### config.mk
export PLATFORM = sky130hd
export DESIGN_NAME = clock_set_ctrl
export DESIGN_NICKNAME = d
export VERILOG_FILES = /design/src/rtl/clock_set_ctrl.sv
export SDC_FILE = /design/constraint.sdc
export NUM_CORES = 1
export LEC_CHECK = 0
export CAP_MARGIN = 20
export CORE_ASPECT_RATIO = 1.25
export CORE_MARGIN = 1.5
export CORE_UTILIZATION = 60
export DETAILED_ROUTE_END_ITERATION = 12
export PLACE_DENSITY_LB_ADDON = 0.15
export SYNTH_ARGS = -nofsm -noshare
export SYNTH_HDL_FRONTEND = slang
export SYNTH_SLANG_ARGS = --single-unit
### constraint.sdc
create_clock -name clk -period 4.9 [get_ports clk]
set_clock_uncertainty 0.05 [all_clocks]
set_input_delay 0.49 -clock clk [delete_from_list [all_inputs] [get_ports clk]]
set_output_delay 0.49 -clock clk [all_outputs]
set_load 0.01 [all_outputs]
### src/rtl/clock_set_ctrl.sv
// ---------------------------------------------------------------------------
// clock_set_ctrl
//   Sequencer for a 6-digit BCD time-of-day counter. In run mode it divides
//   the system clock down to a one-cycle-per-second count enable. In set mode
//   it freezes counting, walks a one-hot digit select from hours-tens to
//   seconds-units on each mode button edge, and turns each increment button
//   edge into a single-cycle update_count pulse. A set-mode inactivity
//   timeout returns to run mode. It also drives the display blink.
//
// Parameters
//   TICK_DIV   clock cycles per second tick (>= 4, even)
//   TIMEOUT_S  seconds of set-mode inactivity before returning to run (0 = off)
//
// Optional feature macro: CLOCK_SET_AUTO_REPEAT_EN
//   When defined, holding inc_btn in a set state auto-repeats update_count:
//   first repeat TICK_DIV/2 cycles after the edge pulse, then every
//   TICK_DIV/4 cycles while held. Undefined: one pulse per edge only.
//
// Ports
//   clk, rst        clock, synchronous active-high reset
//   mode_btn        debounced mode button level
//   inc_btn         debounced increment button level
//   cnt_en          one-cycle second tick to the counter (run mode only)
//   update_H2..S1   registered one-hot digit select (all 0 in run mode)
//   update_count    one-cycle increment pulse to the selected digit
//   setting         high in any set state
//   blink           display show(1)/blank(0) for the selected digit
//   dbg_state       current FSM state encoding
//
// Handshake: none. Buttons are level inputs; each rising level (btn & ~prev)
// is one event. Outputs are pulses/levels consumed without back-pressure.
// ---------------------------------------------------------------------------
module clock_set_ctrl #(
  parameter int TICK_DIV  = 50000000,
  parameter int TIMEOUT_S = 30
) (
  input  logic       clk,
  input  logic       rst,
  input  logic       mode_btn,
  input  logic       inc_btn,
  output logic       cnt_en,
  output logic       update_H2,
  output logic       update_H1,
  output logic       update_M2,
  output logic       update_M1,
  output logic       update_S2,
  output logic       update_S1,
  output logic       update_count,
  output logic       setting,
  output logic       blink,
  output logic [2:0] dbg_state
);

  localparam int PRE_W = $clog2(TICK_DIV);
  localparam int TO_W  = (TIMEOUT_S > 0) ? $clog2(TIMEOUT_S + 1) : 1;

  localparam logic [PRE_W-1:0] PRE_MAX  = PRE_W'(TICK_DIV - 1);
  localparam logic [PRE_W-1:0] PRE_HALF = PRE_W'(TICK_DIV / 2);
  localparam logic [TO_W-1:0]  TO_MAX   = TO_W'(TIMEOUT_S);

  typedef enum logic [2:0] {
    S_RUN    = 3'd0,
    S_SET_H2 = 3'd1,
    S_SET_H1 = 3'd2,
    S_SET_M2 = 3'd3,
    S_SET_M1 = 3'd4,
    S_SET_S2 = 3'd5,
    S_SET_S1 = 3'd6
  } state_e;

  state_e           state_q, state_d;
  logic [PRE_W-1:0] pre_q, pre_d;
  logic [TO_W-1:0]  to_q, to_d;
  logic             mode_prev_q, inc_prev_q;
  logic [5:0]       upd_q, upd_d;      // {H2,H1,M2,M1,S2,S1}
  logic             upd_cnt_q, upd_cnt_d;
  logic             setting_q, setting_d;

  logic mode_edge, inc_edge, in_set, wrap, timeout_hit, enter_run, rep_fire;

  assign mode_edge   = mode_btn & ~mode_prev_q;
  assign inc_edge    = inc_btn & ~inc_prev_q;
  assign in_set      = (state_q != S_RUN);
  assign wrap        = (pre_q == PRE_MAX);
  assign timeout_hit = in_set && (TIMEOUT_S != 0) && (to_q == TO_MAX);

`ifdef CLOCK_SET_AUTO_REPEAT_EN
  localparam logic [PRE_W-1:0] REP_FIRST = PRE_W'(TICK_DIV / 2 - 1);
  localparam logic [PRE_W-1:0] REP_NEXT  = PRE_W'(TICK_DIV / 4 - 1);

  logic [PRE_W-1:0] rep_cnt_q, rep_cnt_d;
  logic             rep_act_q, rep_act_d;

  // rep_cnt counts held cycles since the edge (or since the last repeat).
  // Any disturbance -- release, new edge, state change -- restarts it.
  always_comb begin
    rep_cnt_d = rep_cnt_q;
    rep_act_d = rep_act_q;
    rep_fire  = 1'b0;
    if (!in_set || !inc_btn || inc_edge || mode_edge || timeout_hit) begin
      rep_cnt_d = '0;
      rep_act_d = 1'b0;
    end else if (!rep_act_q) begin
      if (rep_cnt_q == REP_FIRST) begin
        rep_fire  = 1'b1;
        rep_act_d = 1'b1;
        rep_cnt_d = '0;
      end else begin
        rep_cnt_d = rep_cnt_q + PRE_W'(1);
      end
    end else begin
      if (rep_cnt_q == REP_NEXT) begin
        rep_fire  = 1'b1;
        rep_cnt_d = '0;
      end else begin
        rep_cnt_d = rep_cnt_q + PRE_W'(1);
      end
    end
  end

  always_ff @(posedge clk) begin
    if (rst) begin
      rep_cnt_q <= '0;
      rep_act_q <= 1'b0;
    end else begin
      rep_cnt_q <= rep_cnt_d;
      rep_act_q <= rep_act_d;
    end
  end
`else
  assign rep_fire = 1'b0;
`endif

  // Next state: timeout beats a mode edge, a mode edge beats an inc event.
  always_comb begin
    state_d   = state_q;
    upd_cnt_d = 1'b0;
    if (timeout_hit) begin
      state_d = S_RUN;
    end else if (mode_edge) begin
      case (state_q)
        S_RUN:    state_d = S_SET_H2;
        S_SET_H2: state_d = S_SET_H1;
        S_SET_H1: state_d = S_SET_M2;
        S_SET_M2: state_d = S_SET_M1;
        S_SET_M1: state_d = S_SET_S2;
        S_SET_S2: state_d = S_SET_S1;
        default:  state_d = S_RUN;
      endcase
    end else if (in_set && (inc_edge || rep_fire)) begin
      upd_cnt_d = 1'b1;
    end
  end

  assign enter_run = in_set && (state_d == S_RUN);

  // Prescaler restarts on run entry so the first second is a full one.
  always_comb begin
    pre_d = pre_q + PRE_W'(1);
    if (enter_run || wrap) pre_d = '0;
  end

  always_comb begin
    to_d = to_q;
    if (!in_set || enter_run || mode_edge || inc_edge || rep_fire) begin
      to_d = '0;
    end else if (wrap && (TIMEOUT_S != 0) && (to_q != TO_MAX)) begin
      to_d = to_q + TO_W'(1);
    end
  end

  always_comb begin
    upd_d = 6'b000000;
    case (state_d)
      S_SET_H2: upd_d = 6'b100000;
      S_SET_H1: upd_d = 6'b010000;
      S_SET_M2: upd_d = 6'b001000;
      S_SET_M1: upd_d = 6'b000100;
      S_SET_S2: upd_d = 6'b000010;
      S_SET_S1: upd_d = 6'b000001;
      default:  upd_d = 6'b000000;
    endcase
    setting_d = (state_d != S_RUN);
  end

  always_ff @(posedge clk) begin
    if (rst) begin
      state_q     <= S_RUN;
      pre_q       <= '0;
      to_q        <= '0;
      mode_prev_q <= 1'b0;
      inc_prev_q  <= 1'b0;
      upd_q       <= 6'b000000;
      upd_cnt_q   <= 1'b0;
      setting_q   <= 1'b0;
    end else begin
      state_q     <= state_d;
      pre_q       <= pre_d;
      to_q        <= to_d;
      mode_prev_q <= mode_btn;
      inc_prev_q  <= inc_btn;
      upd_q       <= upd_d;
      upd_cnt_q   <= upd_cnt_d;
      setting_q   <= setting_d;
    end
  end

  assign cnt_en       = !in_set && wrap;
  assign update_H2    = upd_q[5];
  assign update_H1    = upd_q[4];
  assign update_M2    = upd_q[3];
  assign update_M1    = upd_q[2];
  assign update_S2    = upd_q[1];
  assign update_S1    = upd_q[0];
  assign update_count = upd_cnt_q;
  assign setting      = setting_q;
  // Shown during the first half-second and whenever a digit is being bumped.
  assign blink        = !in_set || upd_cnt_q || (pre_q < PRE_HALF);
  assign dbg_state    = state_q;

endmodule
* Yosys cells after proc, flatten, opt, wreduce, memory -nomap -nowiden
Cells that the tools add are included. W data, S select, Z words.
Word-level totals: flip-flop bits (word level) 44, bits in latches 0, memory bits (writable) 0, bits in read-only memories 0, input port bits 4, output and inout bits 13, word-level logic and storage cells 53, memories 0
Operators by class: $add $sub $neg 2, multipliers 0, divide/modulo/power cells 0, magnitude comparators 1, eq/ne operators 14, shift operators 0, multiplexer cells 5, bitwise operators 4, reductions and logical operators 19
Operators with widths (number):
- $pmux W6 S6 | 1
- $add A26 B1 Y26 const B | 1
- $eq A26 B26 Y1 const B | 1
- $lt A26 B25 Y1 const B | 1
- $pmux W3 S6 | 1
- $eq A3 B3 Y1 const B | 5
- $eq A3 B2 Y1 const B | 4
- $eq A3 B1 Y1 const B | 2
- $logic_not A3 Y1 | 2
- $logic_or A1 B1 Y1 | 6
- $mux W3 | 2
- $reduce_bool A3 Y1 | 2
- $add A5 B1 Y5 const B | 1
- $eq A5 B5 Y1 const B | 1
- $logic_and A1 B1 Y1 | 5
- $ne A5 B5 Y1 const B | 1
- $reduce_or A2 Y1 | 2
- $reduce_or A3 Y1 | 1
- $and A1 B1 Y1 | 2
- $not A1 Y1 | 2
- $logic_not A1 Y1 | 1
- $mux W1 | 1

* Depth between registers and ports, before layout
Gate-level depths: netlist of run 1.
depth after elaboration 10, depth in mapped cells 9, mapped depth without buffers 7

* Least setup slack after synthesis of run 1
Ideal clock, no wire load.
kind flip-flop to output port, start point register pre_q[0], end point output port cnt_en, arrival time 1.736 ns, setup slack 2.624 ns, stages on the path, launching flop included 6, path buffers 0, cell sequence dfxtp_1 > ha_1 > nand3_4 > or4_4 > nor3_1 > and2_1
On the way: cells in the longest elaborated chain, start to end 2
Ends and longest elaborated chain:
- start: declaration | line 72 | logic [PRE_W-1:0] pre_q, pre_d;
- start signal: assignment | line 198 | pre_q <= pre_d;
- $eq A26 B26 Y1 | line 84 | assign wrap = (pre_q == PRE_MAX);
- $logic_and A1 B1 Y1 | line 208 | assign cnt_en = !in_set && wrap;
- end: declaration | line 41 | output logic cnt_en,
Every way passes these cells.

* Worst setup path in the final report of run 1
Ends and elaborated chain as after synthesis.

==> Implementation_results.wiki, run 1 <==
{| class="wikitable"
! Metric !! Value
|-
| Result of the run || finished, final reports clean
|-
| Post-route antenna net violation count || 0
|-
| Relative max-transition margin || 37.4%
|-
| Number of hold violations in the final report || 0
|-
| Number of optimization iterations in the first detailed-route pass || 4
|-
| Final setup violation count || 0
|-
| Pin slew with the least headroom to its limit || 0.939 ns
|-
| Cells along the critical path || ha_1 > nand3_4 > or4_4 > nor3_1 > and2_1 > clkdlybuf4s50_1
|-
| Leading area contributor after synthesis || dfxtp_1
|-
| Number of inserted diodes || 0
|-
| Post-CTS Hold Buffers || 0
|-
| Cell at the root of the clock tree || clkbuf_8
|-
| Sequential share of power || 61.5%
|-
| Commonest non-fill, non-tap cell in the layout || dfxtp_1
|-
| Initial DRC Count || 33
|-
| Highest net fanout along the worst path || 6
|-
| Antenna violations before repair || 0
|-
| Floorplan die width || 54.5 um
|-
| Kind of cell adding the most delay to the critical path || simple AND/OR/NAND/NOR gates
|-
| Nets || 252
|-
| Row count || 23
|-
| Async S/R FF share, synth || 0%
|-
| Share of power burned in the clock network || 33.0%
|-
| Synth cell types || 38
|-
| Peak supply drop || 269 uV
|-
| Residual DRC || 0
|-
| Gp weighted congestion || 0.801
|-
| CTS buffer count || 5
|-
| # port buffers || 16
|-
| Wire length of the first global-routing pass || 6270 um
|-
| Yosys reg bits || 44
|-
| Area of the placeable core || 0.00319 mm2
|-
| Die Area || 0.00367 mm2
|-
| Part of the power in combinational logic || 5.5%
|-
| Total leakage power || 0.707 nW
|-
| Unrepaired setup endpoints after global routing || no
|-
| FF-to-FF path depth || 6
|-
| Critical path startpoint category || flip-flop
|-
| Share of Yosys cell area claimed by the top area cell type || 44.4%
|-
| Highest-count cells in the layout ignoring fill and taps || 44 x dfxtp_1, 37 x nor2_1, 16 x xor2_1, 16 x clkdlybuf4s50_1, 14 x nand2_1
|-
| Internal power summed over all cells || 0.000471 W
|-
| Number of warning messages in the yosys log || 0
|-
| Layout area overhead || 11.5%
|-
| Required @ worst endpoint || 4.36 ns
|-
| Avg Synthesized Cell Area || 8.60 um2
|-
| Number of gates resized after CTS || 0
|-
| Final instance area || 0.00221 mm2
|-
| Clock tree from TritonCTS || built
|-
| Ys flop type || dfxtp_1
|-
| Pin count of the biggest net entering global routing || 27
|-
| Detailed-placement wirelength estimate || 2600 um
|-
| Synthesized instance count || 231
|-
| Fraction of the yosys area taken by sequential cells || 44.4%
|-
| Post-route fraction of the period consumed by the critical path || 66.1%
|-
| Die H || 67.3 um
|-
| Standard cell with the maximum stage delay on the critical path || or4_4
|-
| Setup Fix Bufs, Post-CTS || 0
|-
| Critical Path End Type || primary output
|-
| Buffer levels on the longest clock path || 2
|-
| Clock latency of the later-clocked register in the worst-skew pair || 0.29 ns
|-
| Sinks on the clock net || 44
|-
| Per-cell via count in the routed design || 5.77
|-
| Max Clock Freq || 309 MHz
|-
| Switching power as a share of total power || 21.5%
|-
| Kind of critical path || flip-flop to primary output
|-
| Cell area after synthesis || 0.00199 mm2
|-
| H-tree depth reported by CTS || 2
|-
| Max incr delay on CP || 0.53 ns
|-
| Via count of the routed design || 1615
|-
| Crit path buffers/inverters || 1
|-
| Instance count on the critical path || 6
|-
| Number of nets produced by synthesis || 238
|-
| Via count of the first global-routing pass || 1504
|-
| WL per Instance || 12.6 um
|-
| Count of maximum capacitance violations || 0
|-
| Initial core utilization || 62.2%
|-
| Worst setup slack for register-to-register paths || 2.25 ns
|-
| Signal arrival time at the worst endpoint || 2.70 ns
|-
| Top-Level Pins || 17
|-
| Total cell area at the placement stage || 0.00215 mm2
|-
| Clock transition time at the flip-flop clock pins of the worst setup and hold paths || 0.07 ns
|-
| Hold depth || 1
|-
| Time the final worst path needs with I/O delays and setup || 3.24 ns
|-
| Share of post-route cells with drive strength above 1 || 4.12%
|-
| Synth top area cells || dfxtp_1 44%, xor2_1 7.1%, nor2_1 7.0%
|-
| Net switching power || 0.000129 W
|-
| Total congestion overflow || 0
|-
| Final Max Tran Viols || 0
|-
| Setup_tns || 0 ns
|-
| Number of synthesized flops with an enable pin || 0
|-
| Core utilization of the finished layout || 69.3%
|-
| Total global routing track utilization || 23.5%
|-
| Class of the tightest hold or removal check || flip-flop to flip-flop
|-
| Total Routed Length || 3540 um
|-
| Power density over the cells || 271 mW/mm2
|}
-- final timing paths --
check	endpoint	start
min	pre_q[0]	pre_q[0]
min reg2reg	pre_q[0]	pre_q[0]
max	cnt_en	pre_q[0]
max reg2reg	pre_q[12]	pre_q[0]
-- per-stage QoR --
step | setup slack, ns | hold WS (ns) | total power [W] | std cells
after global routing | 1.45 | 0.465 | 0.000626 | 280
after global placement | 2.01 | 0.394 | 0.000411 | 275
final | 1.66 | 0.412 | 0.000601 | 280
after floorplan | 2.62 | 0.379 | 0.000399 | 231
after detailed placement | 1.96 | 0.406 | 0.000411 | 275
after CTS | 1.62 | 0.422 | 0.000607 | 280
-- logic make-up (layout without fill, tap and decap cells) --
group / Yosys count / count (layout) / share of synthesized area (%)
and+or+nand+nor: 115 / 115 / 30.6
DFF: 44 / 44 / 44.4
AOI/OAI and AO/OA: 28 / 28 / 8.51
xor gates and xnor gates: 25 / 25 / 11.0
buffers and inverters: 16 / 28 / 3.65
adders and majority gates: 3 / 3 / 1.89
-- synthesized netlist by cell type (3+ instances only) --
cell and number:
dfxtp_1 44, nor2_1 37, xor2_1 16, nand2_1 14
a21oi_1 13, nand3_1 13, nand4_1 11, xnor2_1 9
inv_1 7, nor3_1 7, nor4_1 6, o21ai_0 6
clkbuf_1 5, nand2b_1 5, or3_1 4, a211oi_1 3
buf_4 3, ha_1 3, nor2b_1 3
-- power groups by stage --
stage	Clock (W)	Combinational [W]	Sequential [W]
floorplan	0	0.0000228	0.000377
global placement	0	0.0000331	0.000378
detailed placement	0	0.0000333	0.000378
CTS	0.000204	0.0000334	0.000370
global route	0.000218	0.0000378	0.000371
finish	0.000198	0.0000330	0.000370
-- worst register-to-register path: stages, from the launching register on --
cell and delay [ns]:
dfxtp_1 0.37, ha_1 0.25, nand3_4 0.12, or4_4 0.53
or3_4 0.38, nand2b_1 0.68, nor2_1 0.13
-- sequential cells by signal, summed over array words and instances, names as in the netlist --
| signal | count |
|---|---|
| inc_prev_q | 1 |
| to_q | 5 |
| dbg_state | 3 |
| upd_q | 6 |
| setting | 1 |
| update_count | 1 |
| pre_q | 26 |
| mode_prev_q | 1 |
-- routing by layer --
layer	routed length, um	global-route usage [%]
met5	0	0
met4	75	10.9
met3	115	6.64
met2	1860	41.7
met1	1480	24.7
-- cell type report --
| type | count | area (um2) |
|---|---|---|
| clock buffer | 5 | 68.8 |
| fill | 283 | 980 |
| inverter | 7 | 26.3 |
| multi-input combinational | 171 | 1030 |
| sequential | 44 | 881 |
| tap | 37 | 46.3 |
| timing repair buffer | 16 | 160 |
Note: power is estimated with default switching activity, not from simulation.
==> inputs of run 2 (changes only) <==
--- a/config.mk
+++ b/config.mk
@@ -8,7 +8,7 @@
 export CAP_MARGIN = 20
 export CORE_ASPECT_RATIO = 1.25
 export CORE_MARGIN = 1.5
-export CORE_UTILIZATION = 60
+export CORE_UTILIZATION = 51
 export DETAILED_ROUTE_END_ITERATION = 12
 export PLACE_DENSITY_LB_ADDON = 0.15
 export SYNTH_ARGS = -nofsm -noshare
==> constraint.sdc (replaced) <==
create_clock -name clk -period 2.7 [get_ports clk]
set_clock_uncertainty 0.05 [all_clocks]
set_input_delay 0.27 -clock clk [delete_from_list [all_inputs] [get_ports clk]]
set_output_delay 0.27 -clock clk [all_outputs]
set_load 0.01 [all_outputs]
==> run 2 against run 1 <==
Compared with the run above:
- cell count is 3.2% higher
- register-to-register slack worse by 1.7 ns
- cell area up 2.9%
- clock power is 96% higher
- die area rose by 17%
- utilization fell by 8.6 points
- via count down 0.25%
- non-clock buffer count rose by 4
- critical endpoint is now blink
- highest routed layer unchanged
==> Implementation_results.wiki, run 2 (synthesis results as in run 1) <==
{| class="wikitable"
! Metric !! Value
|-
| Wire length of the first global-routing pass || 6480 um (+3.4%)
|-
| Setup Fix Bufs, Post-CTS || 0 (unchanged)
|-
| Kind of critical path || flip-flop to primary output
|-
| Critical path startpoint category || flip-flop
|-
| Required @ worst endpoint || 2.38 ns (-1.98 ns)
|-
| Detailed-placement wirelength estimate || 2700 um (+3.9%)
|-
| Via count of the routed design || 1611 (-0.25%)
|-
| Top-Level Pins || 17 (unchanged)
|-
| Floorplan die width || 58.8 um (+8.0%)
|-
| Number of hold violations in the final report || 0 (unchanged)
|-
| Highest-count cells in the layout ignoring fill and taps || 42 x dfxtp_1, 37 x nor2_1, 16 x xor2_1
|-
| Die H || 72.8 um (+8.1%)
|-
| Worst setup slack after layout || 0.288 ns (-1.37 ns)
|-
| Area of the placeable core || 0.00375 mm2 (+18%)
|-
| Sequential share of power || 59.8% (-1.7 points)
|-
| Post-CTS Hold Buffers || 0 (unchanged)
|-
| Clock transition time at the flip-flop clock pins of the worst setup and hold paths || 0.08 ns (about the same)
|-
| Minimum setup slack after placement || 0.219 ns (-1.74 ns)
|-
| Setup_tns || 0 ns (unchanged)
|-
| Registers with the most flip-flops || pre_q (26), upd_q (6), to_q (5)
|-
| Total congestion overflow || 0 (unchanged)
|-
| Net switching power || 0.000257 W (+98%)
|-
| Residual DRC || 0 (unchanged)
|-
| Result of the run || finished, final reports clean
|-
| Max Clock Freq || 415 MHz
|-
| Power density over the cells || 494 mW/mm2 (+82%)
|-
| Gp weighted congestion || 0.849 (+6.0%)
|-
| Critical Path End Type || primary output
|-
| Top register by number of flip-flops || pre_q
|-
| Internal power summed over all cells || 0.000869 W (+84%)
|-
| Final Max Tran Viols || 0 (unchanged)
|-
| Post-route antenna net violation count || 0 (unchanged)
|-
| Antenna violations before repair || 0 (unchanged)
|-
| Post-route fraction of the period consumed by the critical path || 89.3%
|-
| Number of inserted diodes || 0 (unchanged)
|-
| Initial DRC Count || 80 (+140%)
|-
| Layout area overhead || 14.8%
|-
| Total leakage power || 0.751 nW (+6.2%)
|-
| Per-cell via count in the routed design || 5.57 (-3.4%)
|-
| Clock latency of the later-clocked register in the worst-skew pair || 0.29 ns (about the same)
|-
| Filler cells || 352 (+24%)
|-
| Highest net fanout along the worst path || 4 (-2)
|-
| Nets || 256 (+1.6%)
|-
| Switching power as a share of total power || 22.8% (+1.3 points)
|-
| Number of optimization iterations in the first detailed-route pass || 4 (unchanged)
|-
| Relative max-transition margin || 50.4% (+13 points)
|-
| CTS buffer count || 5 (unchanged)
|-
| Via count of the first global-routing pass || 1461 (-2.9%)
|-
| Buffer levels on the longest clock path || 2 (unchanged)
|-
| Worst setup slack for register-to-register paths || 0.52 ns (-1.73 ns)
|-
| Unrepaired setup endpoints after global routing || no
|-
| Clock tree from TritonCTS || built
|-
| Total global routing track utilization || 19.4% (-4.1 points)
|-
| Time the final worst path needs with I/O delays and setup || 2.41 ns
|-
| Pin count of the biggest net entering global routing || 27 (unchanged)
|-
| Commonest non-fill, non-tap cell in the layout || dfxtp_1
|-
| # port buffers || 16 (unchanged)
|-
| Class of the tightest hold or removal check || flip-flop to flip-flop
|-
| Initial core utilization || 52.9% (-9.3 points)
|-
| Part of the power in combinational logic || 5.8% (+0.3 points)
|-
| Signal arrival time at the worst endpoint || 2.09 ns (-0.61 ns)
|-
| WL per Instance || 13.0 um (+2.5%)
|-
| H-tree depth reported by CTS || 2 (unchanged)
|-
| Row count || 25 (+8.7%)
|-
| Final setup violation count || 0 (unchanged)
|-
| Total Routed Length || 3740 um (+5.8%)
|-
| Share of power burned in the clock network || 34.5% (+1.5 points)
|-
| Sinks on the clock net || 44 (unchanged)
|-
| Count of maximum capacitance violations || 0 (unchanged)
|-
| Peak supply drop || 485 uV (+80%)
|-
| Die Area || 0.00428 mm2 (+17%)
|-
| Pin slew with the least headroom to its limit || 0.738 ns (-0.201 ns)
|-
| Cell at the root of the clock tree || clkbuf_8
|-
| Share of post-route cells with drive strength above 1 || 7.63% (+3.5 points)
|-
| Max reg flops || 26 (unchanged)
|}
## run 2: worst max-delay path: stages, from the launching register on
cell and delay (ns):
dfxtp_1 0.35, nor4_1 0.43, a211oi_1 0.14, o21ai_0 0.19, a211o_1 0.16, clkdlybuf4s50_1 0.53
## run 2: area by class of cell
class	instances	area [um2]	area share, %
multi-input cells	171	1050	46.0
flip-flops and latches	44	883	38.7
repair buffers	20	193	8.45
clock buffers	6	72.6	3.18
well taps	40	50.0	2.20
inverters	7	26.3	1.15
clock inverters	1	5.00	0.220
## run 2: worst paths after layout
check,from,end,cells past startpoint
max,pre_q[9],blink,5
min,pre_q[0],pre_q[0],1
min reg2reg,pre_q[0],pre_q[0],1
max reg2reg,pre_q[0],pre_q[9],7
## run 2: metal layers
layer  GRT usage, %  vias to the layer above  share of wire (%)
li1               -                      831                  -
met1           22.6                      747                 45
met2           33.6                       29                 51
met3           4.96                        4                2.9
met4           7.07                        0                1.4
met5              0                        -                  0
## run 2: power groups by stage
stage | clock, W | sequential [W] | combinational, W
floorplan | 0 | 0.000684 | 0.0000413
global placement | 0 | 0.000685 | 0.0000632
global route | 0.000432 | 0.000675 | 0.0000720
finish | 0.000388 | 0.000673 | 0.0000649
CTS | 0.000397 | 0.000672 | 0.0000658
detailed placement | 0 | 0.000686 | 0.0000638
## run 2: what timing repair did
item,4_1_cts,5_1_grt
pin swaps,1,0
cloned,0,0
setup endpoints to repair,1,1
resized for setup,3,3
## run 2: metrics by stage
step                total power, W  cells  area [um2]  hold slack (ns)  util, %
floorplan                 0.000725    231        1990            0.289        -
global placement          0.000748    282        2180            0.396     58.1
detailed placement        0.000750    282        2180            0.408     58.1
CTS                        0.00113    289        2270            0.453     60.6
global route               0.00118    289        2280            0.431     60.7
finish                     0.00113    289        2280            0.414     60.7
